`config.mk`:
```
export PLATFORM = sky130hd
export DESIGN_NAME = attitude_sample_sequencer
export DESIGN_NICKNAME = d
export VERILOG_FILES = /design/src/rtl/attitude_pkg.sv /design/src/rtl/attitude_debounce.sv /design/src/rtl/attitude_sample_sequencer.sv
export SDC_FILE = /design/constraint.sdc
export NUM_CORES = 1
export LEC_CHECK = 0
export CAP_MARGIN = 0
export CORE_MARGIN = 5
export CORE_UTILIZATION = 30
export DETAILED_ROUTE_END_ITERATION = 16
export HOLD_SLACK_MARGIN = 0.1
export PLACE_DENSITY = 0.58
export SLEW_MARGIN = 15
export SYNTH_ARGS = -nofsm -noshare
export SYNTH_HDL_FRONTEND = slang
export SYNTH_SLANG_ARGS = --single-unit
```
`constraint.sdc`:
```
create_clock -name i_Clk -period 3.74 [get_ports i_Clk]
set_input_delay 0.561 -clock i_Clk [delete_from_list [all_inputs] [get_ports i_Clk]]
set_output_delay 0.561 -clock i_Clk [all_outputs]
set_load 0.02 [all_outputs]
```
`src/rtl/attitude_pkg.sv`:
```
// attitude_pkg
//   Shared definitions for the attitude sample sequencer:
//   - bit positions of the 4-bit attitude code
//   - fixed-point format of the IMU angle words (1/16 degree per LSB)
//   - sequencer FSM state encoding
//   - encode_attitude(): maps a roll/pitch sample pair to the attitude code
package attitude_pkg;

  localparam int ATT_SGN_ROLL  = 3;
  localparam int ATT_SGN_PITCH = 2;
  localparam int ATT_OVR_ROLL  = 1;
  localparam int ATT_OVR_PITCH = 0;

  localparam int FRAC_BITS     = 4;
  localparam int DEG_THRESHOLD = 10;

  typedef enum logic [1:0] {
    S_IDLE     = 2'd0,
    S_RD_ROLL  = 2'd1,
    S_RD_PITCH = 2'd2,
    S_COMMIT   = 2'd3
  } seq_state_e;

  // 16-bit magnitude; -32768 has no positive counterpart and stays 16'h8000,
  // which as an unsigned value is still well above the threshold.
  function automatic logic [15:0] abs16(input logic [15:0] raw);
    logic [15:0] mag;
    if (raw[15]) begin
      mag = (~raw) + 16'd1;
    end else begin
      mag = raw;
    end
    return mag;
  endfunction

  // Whole-degree magnitude strictly above the threshold.
  function automatic logic axis_over(input logic [15:0] raw);
    logic [15:0] deg;
    deg = abs16(raw) >> FRAC_BITS;
    return (deg > 16'(DEG_THRESHOLD));
  endfunction

  function automatic logic [3:0] encode_attitude(input logic [15:0] roll,
                                                 input logic [15:0] pitch);
    logic [3:0] code;
    code                = 4'b0000;
    code[ATT_SGN_ROLL]  = roll[15];
    code[ATT_SGN_PITCH] = pitch[15];
    code[ATT_OVR_ROLL]  = axis_over(roll);
    code[ATT_OVR_PITCH] = axis_over(pitch);
    return code;
  endfunction

endpackage

```
`src/rtl/attitude_debounce.sv`:
```
// attitude_debounce
//   Candidate/count filter: the published attitude only moves once the same
//   new candidate has been presented STABLE_COUNT times in a row (a strobe
//   carrying the currently published code resets the run).
// Ports:
//   i_Clk, i_Rst_L : clock, asynchronous active-low reset
//   i_Strobe       : one-cycle evaluation strobe (one per committed sample)
//   i_Cand         : candidate code, valid with i_Strobe
//   o_Attitude     : debounced code (registered)
//   o_Changed      : one-cycle pulse when o_Attitude is loaded
module attitude_debounce #(
  parameter int unsigned STABLE_COUNT = 3
) (
  input  logic       i_Clk,
  input  logic       i_Rst_L,
  input  logic       i_Strobe,
  input  logic [3:0] i_Cand,
  output logic [3:0] o_Attitude,
  output logic       o_Changed
);

  localparam int CW = $clog2(STABLE_COUNT + 1);
  localparam logic [CW-1:0] CNT_LAST = CW'(STABLE_COUNT - 1);

  logic [3:0]    att_q, att_d;
  logic [3:0]    last_q, last_d;
  logic [CW-1:0] cnt_q, cnt_d;
  logic          chg_q, chg_d;

  // Next-state of the filter, evaluated only on a strobe.
  always_comb begin
    att_d  = att_q;
    last_d = last_q;
    cnt_d  = cnt_q;
    chg_d  = 1'b0;
    if (i_Strobe) begin
      if (i_Cand == att_q) begin
        cnt_d = {CW{1'b0}};
      end else if (i_Cand == last_q) begin
        if (cnt_q == CNT_LAST) begin
          att_d = i_Cand;
          chg_d = 1'b1;
          cnt_d = {CW{1'b0}};
        end else begin
          cnt_d = cnt_q + CW'(1);
        end
      end else begin
        last_d = i_Cand;
        // A new candidate is its own first occurrence; with a run length of
        // one that already qualifies it.
        if (STABLE_COUNT == 1) begin
          att_d = i_Cand;
          chg_d = 1'b1;
          cnt_d = {CW{1'b0}};
        end else begin
          cnt_d = CW'(1);
        end
      end
    end else begin
      chg_d = 1'b0;
    end
  end

  // Filter state and registered outputs.
  always_ff @(posedge i_Clk or negedge i_Rst_L) begin
    if (!i_Rst_L) begin
      att_q  <= 4'b0000;
      last_q <= 4'b0000;
      cnt_q  <= {CW{1'b0}};
      chg_q  <= 1'b0;
    end else begin
      att_q  <= att_d;
      last_q <= last_d;
      cnt_q  <= cnt_d;
      chg_q  <= chg_d;
    end
  end

  assign o_Attitude = att_q;
  assign o_Changed  = chg_q;

endmodule

```
`src/rtl/attitude_sample_sequencer.sv`:
```
// attitude_sample_sequencer
//   Every SAMPLE_DIV cycles (when enabled) reads the roll then pitch word
//   through the shared register-read handshake, commits the pair and feeds
//   its attitude code into the debounce filter. Reads that are not acked
//   within TIMEOUT_CYCLES abandon the sequence; sample ticks that arrive
//   while a sequence is still running are dropped and flagged.
// Ports:
//   i_Clk, i_Rst_L            : clock, asynchronous active-low reset
//   i_Enable                  : allows new sequences to start
//   i_Err_Clr                 : clears the sticky error flags
//   o_Rd_Req, o_Rd_Addr       : read request / register address
//   i_Rd_Ack, i_Rd_Data       : one-cycle ack with data
//   o_Roll_Raw, o_Pitch_Raw   : last committed sample pair
//   o_Sample_Valid            : one-cycle pulse on commit
//   o_Attitude                : debounced attitude code
//   o_Attitude_Changed        : one-cycle pulse when o_Attitude changes
//   o_Timeout_Err, o_Overrun  : sticky error flags
module attitude_sample_sequencer
  import attitude_pkg::*;
#(
  parameter int unsigned SAMPLE_DIV     = 500000,
  parameter int unsigned TIMEOUT_CYCLES = 1024,
  parameter int unsigned STABLE_COUNT   = 3,
  parameter logic [7:0]  ROLL_ADDR      = 8'h1C,
  parameter logic [7:0]  PITCH_ADDR     = 8'h1E
) (
  input  logic        i_Clk,
  input  logic        i_Rst_L,
  input  logic        i_Enable,
  input  logic        i_Err_Clr,
  output logic        o_Rd_Req,
  output logic [7:0]  o_Rd_Addr,
  input  logic        i_Rd_Ack,
  input  logic [15:0] i_Rd_Data,
  output logic [15:0] o_Roll_Raw,
  output logic [15:0] o_Pitch_Raw,
  output logic        o_Sample_Valid,
  output logic [3:0]  o_Attitude,
  output logic        o_Attitude_Changed,
  output logic        o_Timeout_Err,
  output logic        o_Overrun
);

  localparam int DW = (SAMPLE_DIV > 1) ? $clog2(SAMPLE_DIV) : 1;
  localparam int WW = (TIMEOUT_CYCLES > 1) ? $clog2(TIMEOUT_CYCLES) : 1;
  localparam logic [DW-1:0] DIV_LAST  = DW'(SAMPLE_DIV - 1);
  localparam logic [WW-1:0] WAIT_LAST = WW'(TIMEOUT_CYCLES - 1);

  seq_state_e    state_q;
  logic [DW-1:0] div_q;
  logic [WW-1:0] wait_q;
  logic          req_q;
  logic [7:0]    addr_q;
  logic [15:0]   roll_hold_q, pitch_hold_q;
  logic [15:0]   roll_q, pitch_q;
  logic          valid_q;
  logic          tmo_q, ovr_q;

  logic          tick_s, timeout_s, overrun_s, strobe_s;
  logic [3:0]    cand_s;

  // Tick, error-set and commit-strobe decode from current state.
  always_comb begin
    tick_s    = (div_q == DIV_LAST);
    overrun_s = tick_s && (state_q != S_IDLE);
    strobe_s  = (state_q == S_COMMIT);
    cand_s    = encode_attitude(roll_hold_q, pitch_hold_q);
    // wait_q counts completed request cycles, so the last allowed cycle is
    // TIMEOUT_CYCLES-1; an ack in that cycle still completes the read.
    if ((state_q == S_RD_ROLL) || (state_q == S_RD_PITCH)) begin
      timeout_s = !i_Rd_Ack && (wait_q == WAIT_LAST);
    end else begin
      timeout_s = 1'b0;
    end
  end

  // Free-running sample divider; keeps counting in every state.
  always_ff @(posedge i_Clk or negedge i_Rst_L) begin
    if (!i_Rst_L) begin
      div_q <= {DW{1'b0}};
    end else if (tick_s) begin
      div_q <= {DW{1'b0}};
    end else begin
      div_q <= div_q + DW'(1);
    end
  end

  // Sequencer FSM with registered handshake, sample and error outputs.
  always_ff @(posedge i_Clk or negedge i_Rst_L) begin
    if (!i_Rst_L) begin
      state_q      <= S_IDLE;
      wait_q       <= {WW{1'b0}};
      req_q        <= 1'b0;
      addr_q       <= 8'h00;
      roll_hold_q  <= 16'h0000;
      pitch_hold_q <= 16'h0000;
      roll_q       <= 16'h0000;
      pitch_q      <= 16'h0000;
      valid_q      <= 1'b0;
      tmo_q        <= 1'b0;
      ovr_q        <= 1'b0;
    end else begin
      valid_q <= 1'b0;

      // Set has priority over clear on both sticky flags.
      if (timeout_s) begin
        tmo_q <= 1'b1;
      end else if (i_Err_Clr) begin
        tmo_q <= 1'b0;
      end else begin
        tmo_q <= tmo_q;
      end
      if (overrun_s) begin
        ovr_q <= 1'b1;
      end else if (i_Err_Clr) begin
        ovr_q <= 1'b0;
      end else begin
        ovr_q <= ovr_q;
      end

      case (state_q)
        S_IDLE: begin
          if (tick_s && i_Enable) begin
            state_q <= S_RD_ROLL;
            req_q   <= 1'b1;
            addr_q  <= ROLL_ADDR;
            wait_q  <= {WW{1'b0}};
          end else begin
            req_q   <= 1'b0;
          end
        end
        S_RD_ROLL: begin
          if (i_Rd_Ack) begin
            roll_hold_q <= i_Rd_Data;
            state_q     <= S_RD_PITCH;
            addr_q      <= PITCH_ADDR;
            wait_q      <= {WW{1'b0}};
          end else if (timeout_s) begin
            state_q     <= S_IDLE;
            req_q       <= 1'b0;
            roll_hold_q <= 16'h0000;
          end else begin
            wait_q      <= wait_q + WW'(1);
          end
        end
        S_RD_PITCH: begin
          if (i_Rd_Ack) begin
            pitch_hold_q <= i_Rd_Data;
            state_q      <= S_COMMIT;
            req_q        <= 1'b0;
          end else if (timeout_s) begin
            state_q      <= S_IDLE;
            req_q        <= 1'b0;
            roll_hold_q  <= 16'h0000;
          end else begin
            wait_q       <= wait_q + WW'(1);
          end
        end
        S_COMMIT: begin
          roll_q  <= roll_hold_q;
          pitch_q <= pitch_hold_q;
          valid_q <= 1'b1;
          state_q <= S_IDLE;
        end
        default: begin
          state_q <= S_IDLE;
          req_q   <= 1'b0;
        end
      endcase
    end
  end

  attitude_debounce #(
    .STABLE_COUNT (STABLE_COUNT)
  ) u_debounce (
    .i_Clk      (i_Clk),
    .i_Rst_L    (i_Rst_L),
    .i_Strobe   (strobe_s),
    .i_Cand     (cand_s),
    .o_Attitude (o_Attitude),
    .o_Changed  (o_Attitude_Changed)
  );

  assign o_Rd_Req       = req_q;
  assign o_Rd_Addr      = addr_q;
  assign o_Roll_Raw     = roll_q;
  assign o_Pitch_Raw    = pitch_q;
  assign o_Sample_Valid = valid_q;
  assign o_Timeout_Err  = tmo_q;
  assign o_Overrun      = ovr_q;

endmodule

```
# Yosys cells after proc, flatten, opt, wreduce, memory -nomap -nowiden
# Index checks and enable logic that the tools add are counted.
totals:
  latch_bits: 0
  input_bits: 21
  romBits: 0
  output_inout_bits: 49
  memories: 0
  word_cells: 95
  mem_bits_rw: 0
  regBits: 118
classes:
  addsub: 5
  magnitude_cmp: 2
  n_bitwise: 4
  reduce_logical: 19
  mul: 0
  shift: 0
  muxes: 37
  n_div: 0
  n_eq_ne: 12
op_table:
  columns: ["cell", "n"]
  rows:
  - ["$mux 16", 5]
  - ["$mux 10", 4]
  - ["$add 16x1->16 const B", 2]
  - ["$not 16->16", 2]
  - ["$pmux 16 s2", 1]
  - ["$pmux 10 s3", 1]
  - ["$gt 12x4->1 const B", 2]
  - ["$add 19x1->19 const B", 1]
  - ["$eq 19x19->1 const B", 1]
  - ["$mux 19", 1]
  - ["$mux 8", 2]
  - ["$pmux 8 s2", 1]
  - ["$mux 2", 7]
  - ["$mux 1", 13]
  - ["$add 10x1->10 const B", 1]
  - ["$eq 10x10->1 const B", 1]
  - ["$reduce_bool 2->1", 5]
  - ["$reduce_and 3->1", 3]
  - ["$eq 4x4->1", 2]
  - ["$ne 2x2->1 const B", 4]
  - ["$pmux 2 s4", 1]
  - ["$eq 2x2->1 const B", 3]
  - ["$reduce_and 2->1", 3]
  - ["$reduce_and 4->1", 1]
  - ["other kinds (9)", 12]

# Depth between registers and ports, before layout
# Gate-level depths: netlist of run 1.
logic_depth:
  ltp_word: 8
  ltp_mapped: 11
  ltp_nobuf: 9

# Hierarchy
# A second synthesis of run 1 with hierarchy kept.
unflattened:
  cells_unflattened: 452
  area_unflattened_um2: 5252.5
by_module_without_submodules:
  columns: ["mod", "area_per_inst_um2", "cells_per_inst", "seq_area_each_um2", "instances"]
  rows:
  - ["attitude_sample_sequencer", 4727.0, 416, 2527.4, 1]
  - ["attitude_debounce", 525.5, 36, 275.3, 1]

# Least setup slack after synthesis of run 1
# OpenSTA, ideal clock, no wires.
synth_timing:
  path_type: "reg-to-reg"
  startpoint: "register pitch_hold_q[3]"
  endpoint: "register u_debounce.att_q[1] (netlist: u_debounce.o_Attitude[1])"
  arrival_ns: 2.892
  required_time_ns: 3.612
  path_buffers: 0
  path_slack_ns: 0.720
  synth_period_minus_slack_ns: 3.020
  setup_time_ns: 0.128
  path_stages_with_launch: 9
  path_cell_list: "dfrtp_1 -> or4_4 -> or3_1 -> mux2i_1 -> nand4_1 -> or3_1 -> a2111oi_4 -> nand4b_4 -> mux2_1"
synth_between:
  elab_chain_len: 7
  elab_cells_between_ends: 8
  cone_classes: "add/sub (1); order compare (1); eq/ne (2); mux (1); bitwise (2); reduce/logical (1)"
synth_lines:
  columns: ["element", "line_no", "text"]
  rows:
  - ["start: declaration", "attitude_sample_sequencer.sv:54", "logic [15:0] roll_hold_q, pitch_hold_q;"]
  - ["start signal: assignment", "attitude_sample_sequencer.sv:148", "pitch_hold_q <= i_Rd_Data;"]
  - ["$not 16->16 *", "attitude_pkg.sv:29", "mag = (~raw) + 16'd1;"]
  - ["$add 16x1->16 *", "attitude_pkg.sv:29", null]
  - ["$mux 16 *", "attitude_pkg.sv:28", "if (raw[15]) begin"]
  - ["$gt 12x4->1 *", "attitude_pkg.sv:40", "return (deg > 16'(DEG_THRESHOLD));"]
  - ["$eq 4x4->1", "attitude_debounce.sv:37", "if (i_Cand == att_q) begin"]
  - ["$not 1->1 (no source line)", null, null]
  - ["$reduce_and 4->1 (no source line) *", null, null]
  - ["end signal: assignment", "attitude_debounce.sv:72", "att_q <= att_d;"]
  - ["end: declaration", "attitude_debounce.sv:25", "logic [3:0] att_q, att_d;"]
# Every way passes the cells marked *; elsewhere a longest branch is shown, timed or not.
# A chain may end at the register's enable or synchronous reset.

# Final worst setup path of run 1
layout_timing:
  startpoint: "register pitch_hold_q[5]"
  endpoint: "register u_debounce.last_q[1]"
layout_between:
  elab_chain_len: 7
  elab_cells_between_ends: 9
  cone_classes: "add/sub (1); order compare (1); eq/ne (2); mux (1); bitwise (3); reduce/logical (1)"
layout_lines:
  columns: ["element", "line_no", "text"]
  rows:
  - ["$not 16->16", "attitude_pkg.sv:29", null]
  - ["$add 16x1->16", "attitude_pkg.sv:29", null]
  - ["$mux 16 *", "attitude_pkg.sv:28", null]
  - ["$gt 12x4->1 *", "attitude_pkg.sv:40", null]
  - ["$eq 4x4->1 (on tied branches)", "attitude_debounce.sv:37, attitude_debounce.sv:39", null]
  - ["$not 1->1 (no source line)", null, null]
  - ["$reduce_and 3->1 (no source line) *", null, null]
  - ["end signal: assignment", "attitude_debounce.sv:73", "last_q <= last_d;"]
  - ["end: declaration", "attitude_debounce.sv:26", "logic [3:0] last_q, last_d;"]
# Marks and branches as above.

==> impl_metrics.yaml, run 1 <==
synth:
  synth_top_cells_by_area: "dfrtp_1, mux2_2, a22o_1"
  synth_top_area_share_pct: 54.0
  yosys.area.top_type: "dfrtp_1"
  avgSynthCellArea_um2: 11.5
  ys_warn_count: 0
  postSynthCellCount: 451
  synth-seq-cells: 112
  yosys_most_used_dff: "dfrtp_1"
  synth_async_sr_flop_share_pct: 100
  syn_area_um2: 5190
  ys_types: 52
  synth-edff-count: 0
  seq_area_frac_synth_pct: 54.0
floorplanning:
  die_h_um: 141
  die_area_um2: 20000
  ios: 70
  rows: 48
  core_um2: 17100
  initial_core_util_pct: 30.3
  chipWidth_um: 141
critical_path:
  path_cells: "or4_1 -> or3_1 -> mux2i_1 -> nand4_1 -> or3_1 -> a2111oi_4 -> nand2b_1 -> mux2_2"
  r2r_start: "pitch_hold_q[5]"
  crit_type: "reg2reg"
  critical_path_required_ns: 3.98
  critPathLaunch: "pitch_hold_q[5]"
  crit_arrival_ns: 3.48
  worst_setup_path_end_kind: "flip-flop"
  cp_slowest_stage_delay_ns: 0.56
  cp_slowest_cell: "or4_1"
  crit_path_frequent_cell: "or3_1"
  rrSetupSlack_ns: 0.50
  worstPathMaxFanout: 6
  cp_num_buf_inv: 0
  cp_top_family: "simple AND/OR/NAND/NOR gates"
  r2r_end: "u_debounce.last_q[1]"
  reg2reg_depth: 8
  critPathLaunchType: "flip-flop"
power_and_ir_drop:
  power_mw: 2.23
  powerDensity_nw_per_um2: 351
  p_leak_nw: 2.92
  vdd_drop_max_v: 0.000190
global_routing:
  grt_use_total_pct: 12.1
  grt_pass1_wl_mm: 19.3
  grt_pass1_vias: 3647
  grt_antenna_before_repair: 0
  grt_max_degree: 113
  grt_remaining_overflow: 0
detailed_routing:
  detail_route.vias_per_cell: 5.02
  wl_per_cell_um: 16.0
  first_iter_violations: 224
  first_pass_iters: 4
  num_vias: 3723
  drt-total-wl_mm: 11.8
  drtAntennaViolNets: 0
  drc: 0
timing:
  clock-skew-final_ns: 0.00809
  finalSetupTns_ns: 0
  setup_viol: 0
  hold_ws_ns: 0.270
  layout_min_cycle_time_ns: 3.24
  slew-limit-headroom_pct: 30.2
  period_share_pct: 86.6
  fmax_ghz: 0.309
  tightest_slew_ns: 1.05
  hold_viol_final: 0
  report.final.slew_viol_count: 0
  rsz0062_at_grt: "false"
cts:
  cts.root.buffer_cell: "clkbuf_16"
  cts.sinks: 112
  clockBufferDepth: 2
  clkTransAtPathRegs_ns: 0.07
  cts_tree: "done"
  cts_buffers: 9
  post_cts.repair.setup_buffers: 0
  clk_latency_ns: 0.35
  cts.htree.levels: 3
  cts_resized: 0
  holdBufCountCts: 0
min_path:
  hold_path_class: "in2async"
placed_design:
  dp_hpwl_mm: 8.38
  portBuffers: 65
  gp_congestion: 0.801
  place_area_um2: 6070
job:
  cap_violations: 0
finish:
  area_delta_synth_final_pct: 22.9
  diodes: 0
  drive_gt1_share_pct: 15.5
  fin_nets: 540
  fin_area_um2: 6370
outcome:
  status: "completed"
worst max path at each step:
stage / slack, ns / endpoint / depth (start not counted)
after detailed placement: 0.51 / u_debounce.last_q[1] / 8
after global routing: 0.30 / u_debounce.last_q[1] / 8
final: 0.50 / u_debounce.last_q[1] / 8
after floorplan: 0.72 / u_debounce.o_Attitude[1] / 8
after global placement: 0.57 / u_debounce.o_Attitude[2] / 8
after CTS: 0.50 / u_debounce.last_q[1] / 8
layer usage:
metal	wire (um)	up-vias	track usage, %
met2	5700	97	19.8
li1	-	1753	-
met3	646	16	3.30
met4	201	0	4.65
met5	0	-	0
met1	5300	1857	15.4
cell families after synthesis:
family,after synthesis,synth area share (%)
adders and majority gates,7,1.69
DFF,112,54.0
other,1,0.0723
and+or+nand+nor,126,13.1
muxes,58,12.5
buffers and inverters,38,3.18
AOI/OAI and AO/OA,84,11.1
xor gates and xnor gates,25,4.22
power by group:
group / switching [mW] / internal [mW]
logic: 0.0360 / 0.0210
registers: 0.0000000000000000358 / 1.21
clock network: 0.413 / 0.554
cells in the mapped netlist, types with 2 or more instances:
master    instances
a211o_1           2
a211oi_1          2
a211oi_2          2
a21oi_1          17
a22o_1           16
a31oi_1           5
a41oi_1           2
and2_1            2
and3_1            4
and4_1            6
buf_1             5
buf_4             6
clkbuf_1         13
dfrtp_1         112
ha_1              7
inv_1            14
mux2_1            3
mux2_2           52
mux2i_1           3
nand2_1          18
nand2b_1          2
nand3_1          19
nand4_1          11
nor2_1           31
nor2b_1           3
nor3_1            9
nor4_1            7
o21a_1            2
o21ai_0          24
o22ai_1           2
o41ai_1           2
or3_1             3
or4_1             3
xnor2_1          12
xor2_1           13
cell type report:
cell class / count / area [um^2]
Inverter: 14 / 52.6
Clock inverter: 3 / 40.0
Tap cell: 225 / 282
Timing Repair Buffer: 71 / 706
Multi-Input combinational cell: 304 / 2230
Fill cell: 1676 / 10700
Clock buffer: 13 / 260
Sequential cell: 112 / 2800
stage by stage:
stage	instances	utilization (%)	worst slack (ns)
2_1_floorplan	454	-	0.720
3_3_place_gp	726	35.5	0.571
3_5_place_dp	726	35.5	0.509
4_1_cts	742	37.2	0.503
5_1_grt	742	37.2	0.300
6_report	742	37.2	0.502
cell usage in the layout, fill, tap and decap left out, types with 3 or more instances in the layout:
cell type / Yosys / layout
inv_1: 14 / 14
mux2i_1: 3 / 3
buf_4: 6 / 6
and4_1: 6 / 6
mux2_2: 52 / 52
a21oi_1: 17 / 17
xnor2_1: 12 / 12
xor2_1: 13 / 13
clkbuf_16: 0 / 9
a22o_1: 16 / 16
nand3_1: 19 / 19
nor2_1: 31 / 31
dfrtp_1: 112 / 112
or4_1: 3 / 3
ha_1: 7 / 6
clkdlybuf4s50_1: 0 / 64
mux2_1: 3 / 3
o21ai_0: 24 / 24
and3_1: 4 / 4
nor4_1: 7 / 7
a31oi_1: 5 / 5
or3_1: 3 / 3
nand4_1: 11 / 11
nor3_1: 9 / 9
conb_1: 1 / 4
nor2b_1: 3 / 3
nand2_1: 18 / 18
flip-flops by register name, summed over array words and instances (netlist names), 2 cells and up:
name and flops:
div_q 19, u_debounce.last_q 4, roll_hold_q 16, wait_q 10, o_Roll_Raw 16, state_q 2, pitch_hold_q 16, u_debounce.o_Attitude 4
o_Rd_Addr 2, u_debounce.cnt_q 2, o_Pitch_Raw 16
No activity file was read; power rests on OpenSTA's default activity.
==> run 2: changes to the inputs <==
--- a/config.mk
+++ b/config.mk
@@ -10,7 +10,7 @@
 export CORE_UTILIZATION = 30
 export DETAILED_ROUTE_END_ITERATION = 16
 export HOLD_SLACK_MARGIN = 0.1
-export PLACE_DENSITY = 0.58
+export PLACE_DENSITY = 0.6
 export SLEW_MARGIN = 15
 export SYNTH_ARGS = -nofsm -noshare
 export SYNTH_HDL_FRONTEND = slang
==> constraint.sdc (replaced) <==
create_clock -name i_Clk -period 2.95 [get_ports i_Clk]
set_input_delay 0.4425 -clock i_Clk [delete_from_list [all_inputs] [get_ports i_Clk]]
set_output_delay 0.4425 -clock i_Clk [all_outputs]
set_load 0.02 [all_outputs]
==> run 2 against run 1 <==
Against the previous run:
- the run now ends with setup timing left
- sequential power rose by 26%
- critical path depth did not move
- non-clock buffer count rose by 32
- largest cell class unchanged
==> impl_metrics.yaml, run 2 (same netlist as run 1, synthesis figures left out) <==
critical_path:
  rrSetupSlack_ns: -0.15
  crit_arrival_ns: 3.34
  critPathLaunch: "pitch_hold_q[3]"
  r2r_end: "u_debounce.o_Attitude[2]"
  crit_path_frequent_cell: "or3_1"
  crit_type: "reg2reg"
  worstPathMaxFanout: 5
  worst_setup_path_end_kind: "flip-flop"
  path_cells: "or4_4 -> or3_1 -> mux2i_1 -> nand4_1 -> or3_1 -> a211oi_4 -> nand4b_4 -> mux2_1"
  r2r_start: "pitch_hold_q[3]"
  critical_path_required_ns: 3.19
  worstSetupEndpoint: "u_debounce.o_Attitude[2]"
  cp_slowest_stage_delay_ns: 0.58
  critPathLaunchType: "flip-flop"
  cp_slowest_cell: "or4_4"
  reg2reg_depth: 8
cts:
  clockBufferDepth: 2
  cts.sinks: 112
  holdBufCountCts: 0
  clkTransAtPathRegs_ns: 0.07
  cts_buffers: 9
  clk_latency_ns: 0.35
  cts.root.buffer_cell: "clkbuf_16"
  post_cts.repair.setup_buffers: 0
  cts_tree: "done"
  cts.htree.levels: 3
timing:
  period_share_pct: 105
  finalSetupTns_ns: -0.733
  slew-limit-headroom_pct: 41.3
  hold_viol_final: 0
  rsz0062_at_grt: "true"
  tightest_slew_ns: 0.880
  fmax_ghz: 0.322
  report.final.slew_viol_count: 0
  worst_slack_ns: -0.151
  layout_min_cycle_time_ns: 3.10
  clock-skew-final_ns: 0.00572
  setup_viol: 7
finish:
  largest_reg_flops: 19
  drive_gt1_share_pct: 21.4
  regMostFlops: "div_q"
  final_util_pct: 38.6
  fin_area_um2: 6600
  fin_nets: 572
  final_cell_mix: "dfrtp_1, clkdlybuf4s50_1, mux2_2"
  layout_commonest_cell: "dfrtp_1"
  diodes: 0
  area_delta_synth_final_pct: 27.3
power_and_ir_drop:
  p_leak_nw: 3.08
  p_sw_share_pct: 21.6
  clkPwrFrac_pct: 41.2
  p_seq_share_pct: 56.2
  comb_power_share_pct: 2.6
  powerDensity_nw_per_um2: 414
  p_switching_mw: 0.589
  vdd_drop_max_v: 0.000254
  power_mw: 2.73
  p_int_mw: 2.14
job:
  cap_violations: 0
floorplanning:
  chipWidth_um: 141
  die_area_um2: 20000
  ios: 70
  die_h_um: 141
  initial_core_util_pct: 30.3
  rows: 48
  core_um2: 17100
detailed_routing:
  wl_per_cell_um: 16.2
  first_iter_violations: 259
  drtAntennaViolNets: 0
  wl_met1_mm: 5.82
  drc: 0
  drt-total-wl_mm: 12.5
  first_pass_iters: 4
  met2_length_mm: 5.91
  detail_route.vias_per_cell: 4.96
  top_layer_used: "met4"
  dr_wl_met3_um: 596
  num_vias: 3832
global_routing:
  grt_use_total_pct: 12.8
  grt_max_degree: 70
  grt_remaining_overflow: 0
  grt_pass1_wl_mm: 20.5
  grt_antenna_before_repair: 0
  grt_pass1_vias: 3871
placed_design:
  dp_hpwl_mm: 8.97
  place_ws_ns: -0.147
  place_area_um2: 6310
  portBuffers: 65
  gp_congestion: 0.845
min_path:
  hold_path_class: "in2async"
outcome:
  status: "finished with violations"
  violations: "setup timing"
## run 2: cell count changes in the layout (fill, tap and decap cells not counted), sizes merged
cell | previous run | this run
buf | 7 | 39
bufinv | 1 | 0
clkbuf | 13 | 10
clkinv | 2 | 3
clkinvlp | 0 | 1
## run 2: critical path, delay by kind of cell, from the launching register on
family	cells	cell delay, ns
and+or+nand+nor	5	1.76
AOI/OAI and AO/OA	1	0.36
DFF	1	0.38
muxes	2	0.48
## run 2: layout make-up
cell class	instances	area, um^2
clock buffer	10	239
clock inverter	4	22.5
fill	1648	10500
inverter	14	52.6
multi-input combinational	304	2270
sequential	112	2800
tap	225	282
timing repair buffer	103	933
## run 2: worst min path at each step
stage / to / depth (start not counted)
after detailed placement: o_Rd_Req / 1
after CTS: o_Timeout_Err / 1
final: o_Timeout_Err / 1
after floorplan: div_q[0] / 0
after global placement: u_debounce.cnt_q[1] / 1
after global routing: o_Timeout_Err / 1
## run 2: timing repair
action                                  CTS  global route
pin swaps                                 0             1
gates resized for setup                   1             7
endpoints found under the setup margin    7            11
## run 2: routing by layer
metal / vias up / GRT usage (%)
met5: - / 0
met1: 1915 / 17.2
met2: 90 / 20.3
met4: 0 / 3.74
met3: 15 / 3.57
li1: 1812 / -
## run 2: metrics by stage
stage	hold slack, ns	std cells
2_1_floorplan	0.147	454
3_3_place_gp	0.470	758
3_5_place_dp	0.481	758
4_1_cts	0.232	772
5_1_grt	0.279	772
6_report	0.208	772
## run 2: power groups by stage
stage | clock network [mW] | logic (mW) | registers (mW)
2_1_floorplan | 0 | 0.0109 | 1.56
3_3_place_gp | 0 | 0.0735 | 1.56
3_5_place_dp | 0 | 0.0746 | 1.56
4_1_cts | 1.17 | 0.0749 | 1.53
5_1_grt | 1.22 | 0.0815 | 1.53
6_report | 1.13 | 0.0723 | 1.53
==> run 3: changes to the inputs <==
--- a/config.mk
+++ b/config.mk
@@ -5,13 +5,13 @@
 export SDC_FILE = /design/constraint.sdc
 export NUM_CORES = 1
 export LEC_CHECK = 0
-export CAP_MARGIN = 0
 export CORE_MARGIN = 5
 export CORE_UTILIZATION = 30
 export DETAILED_ROUTE_END_ITERATION = 16
 export HOLD_SLACK_MARGIN = 0.1
-export PLACE_DENSITY = 0.6
+export PLACE_DENSITY = 0.56
 export SLEW_MARGIN = 15
 export SYNTH_ARGS = -nofsm -noshare
 export SYNTH_HDL_FRONTEND = slang
+export SYNTH_HIERARCHICAL = 1
 export SYNTH_SLANG_ARGS = --single-unit
==> run 3 against run 2 <==
Against the previous run:
- the run still ends with setup timing left
- sequential power increased by 56%
- setup slack got worse by 0.27 ns
- total power grew 150%
- utilization increased by 1.4 points
- critical path depth rose by 3
- cell count rose by 2.7%
- largest cell class unchanged
- highest routed layer unchanged
==> impl_metrics.yaml, run 3 <==
outcome:
  violations: "setup timing"
  status: "finished with violations"
synth:
  ys_warn_count: 6
  synth_top_cells_by_area: "dfrtp_1, mux2_2, a22o_1"
  synth-edff-count: 0
  seq_area_frac_synth_pct: 53.4
  avgSynthCellArea_um2: 11.6
  synth_async_sr_flop_share_pct: 100
  synth-seq-cells: 112
  yosys_most_used_dff: "dfrtp_1"
  synth_most_common_cell: "dfrtp_1"
  ys_top_cells_by_count: "dfrtp_1, mux2_2, nor2_1, nand2_1, a21oi_1"
  syn_area_um2: 5250
  postSynthCellCount: 452
  ys_types: 58
  yosys.area.top_type: "dfrtp_1"
  synth_top_area_share_pct: 53.4
cts:
  cts.root.buffer_cell: "clkbuf_16"
  cts_buffers: 9
  clockBufferDepth: 2
  cts.htree.levels: 3
  cts.sinks: 112
  cts_tree: "done"
  clk_latency_ns: 0.35
  clkTransAtPathRegs_ns: 0.07
floorplanning:
  core_um2: 17200
  chipWidth_um: 142
  ios: 70
  die_area_um2: 20300
  rows: 48
  die_h_um: 142
  initial_core_util_pct: 30.5
critical_path:
  rrSetupSlack_ns: -0.42
  r2r_start: "roll_hold_q[0]"
  cp_top_family: "simple AND/OR/NAND/NOR gates"
  r2r_end: "u_debounce/last_q[0]"
  worstPathMaxFanout: 4
  crit_arrival_ns: 3.61
  reg2reg_depth: 11
  worst_setup_path_end_kind: "flip-flop"
  critical_path_required_ns: 3.19
  crit_type: "reg2reg"
  cp_slowest_cell: "or4_4"
  path_cells: "or4_4 -> or3_4 -> a21oi_2 -> a211oi_2 -> or4_4 -> xor2_4 -> o41ai_4 -> buf_4 -> buf_4 -> buf_6 -> mux2_2"
  cp_num_buf_inv: 3
  critPathLaunchType: "flip-flop"
  cp_slowest_stage_delay_ns: 0.56
placed_design:
  place_ws_ns: -0.459
  dp.cells: 763
  dp_hpwl_mm: 8.91
  gp_congestion: 0.808
  portBuffers: 65
  place_area_um2: 6420
finish:
  drive_gt1_share_pct: 26.1
  fin_cells: 793
  final_cell_mix: "dfrtp_1, clkdlybuf4s50_1, mux2_2"
  area_delta_synth_final_pct: 31.1
  multi_input_area_um2: 2420
  nFillCells: 1622
  layout_commonest_cell: "dfrtp_1"
  regMostFlops: "div_q"
  fin_nets: 592
  fin_area_um2: 6890
  regArea_um2: 2800
  largest_reg_flops: 19
  diodes: 0
detailed_routing:
  first_pass_iters: 4
  wl_per_cell_um: 15.8
  num_vias: 3858
  drt-total-wl_mm: 12.5
  drc: 0
  drtAntennaViolNets: 0
  detail_route.vias_per_cell: 4.87
  first_iter_violations: 169
timing:
  report.final.slew_viol_count: 0
  clock-skew-final_ns: 0.00681
  finalSetupTns_ns: -3.62
  layout_min_cycle_time_ns: 3.37
  worst_slack_ns: -0.418
  setup_viol: 11
  hold_viol_final: 0
  slew-limit-headroom_pct: 42.8
  rsz0062_at_grt: "true"
  period_share_pct: 114
  fmax_ghz: 0.297
  tightest_slew_ns: 0.858
global_routing:
  grt_pass1_wl_mm: 20.4
  grt_use_total_pct: 12.7
  grt_remaining_overflow: 0
  grt_max_degree: 53
  grt_pass1_vias: 3974
  grt_antenna_before_repair: 0
power_and_ir_drop:
  vdd_drop_max_v: 0.000444
  p_leak_nw: 3.00
  powerDensity_nw_per_um2: 980
min_path:
  whs_path_depth: 1
  worstHoldStart: "div_q[18]"
  hold_end: "div_q[18]"
  hold_path_class: "reg2reg"
job:
  cap_violations: 0
==> run 3: repair_timing <==
item,in CTS,in global routing
gates resized for setup,9,9
setup buffers,10,4
pin swaps,6,2
hold endpoints to repair,30,0
setup endpoints to repair,11,11
hold buffers,1,0
==> run 3: how the worst max path moves through the flow <==
| stage | from | end | slack (ns) | cells after the start |
|---|---|---|---|---|
| final | roll_hold_q[0] | u_debounce/last_q[0] | -0.42 | 11 |
| after floorplan | pitch_hold_q[3] | u_debounce/o_Attitude[0] | -0.18 | 9 |
| after global placement | pitch_hold_q[3] | u_debounce/o_Attitude[1] | -0.38 | 9 |
| after CTS | roll_hold_q[0] | u_debounce/o_Attitude[0] | -0.34 | 11 |
| after global routing | pitch_hold_q[3] | u_debounce/o_Attitude[0] | -0.49 | 12 |
| after detailed placement | pitch_hold_q[3] | u_debounce/o_Attitude[0] | -0.46 | 9 |
==> run 3: cell families after synthesis <==
| group | synth area share, % |
|---|---|
| multiplexers | 13.4 |
| AND/OR/NAND/NOR | 13.2 |
| other | 0.0714 |
| flip-flops | 53.4 |
| AO/OA/AOI/OAI | 11.3 |
| buffers and inverters | 2.83 |
| XOR/XNOR | 4.17 |
| adder cells (fa/ha/maj) | 1.67 |
==> run 3: through the flow <==
stage,util (%),hold WS (ns),power (mW)
CTS,39.5,0.484,6.73
global placement,37.2,0.405,5.39
finish,39.9,0.478,6.75
floorplan,-,0.147,4.16
global route,39.9,0.512,7.21
detailed placement,37.2,0.409,5.46
==> run 3: layout make-up <==
type	instances	share of cell area [%]
timing repair buffer	120	15.8
multi-input combinational	310	35.1
inverter	11	0.600
sequential	112	40.7
clock inverter	3	0.291
tap	225	4.09
clock buffer	12	3.43
==> run 3: worst reg2reg max path: stages (launching register included) <==
cell and delay [ns]:
dfrtp_1 0.38, or4_4 0.56, or3_4 0.35, a21oi_2 0.14
a211oi_2 0.07, or4_4 0.55, xor2_4 0.19, o41ai_4 0.32
buf_4 0.19, buf_4 0.11, buf_6 0.08, mux2_2 0.31
==> run 3: routing by layer <==
metal / global-route usage (%) / routed length [um] / vias up
li1: - / - / 1863
met1: 15.8 / 5490 / 1909
met2: 21.5 / 6250 / 77
met3: 4.20 / 633 / 9
met4: 3.00 / 117 / 0
met5: 0 / 0 / -
==> run 3: report_power, final <==
part / total [mW] / internal [mW] / switching [mW]
registers: 2.38 / 2.03 / 0.350
clock network: 1.10 / 0.568 / 0.535
logic: 3.27 / 1.73 / 1.53
total: 6.75 / 4.33 / 2.42
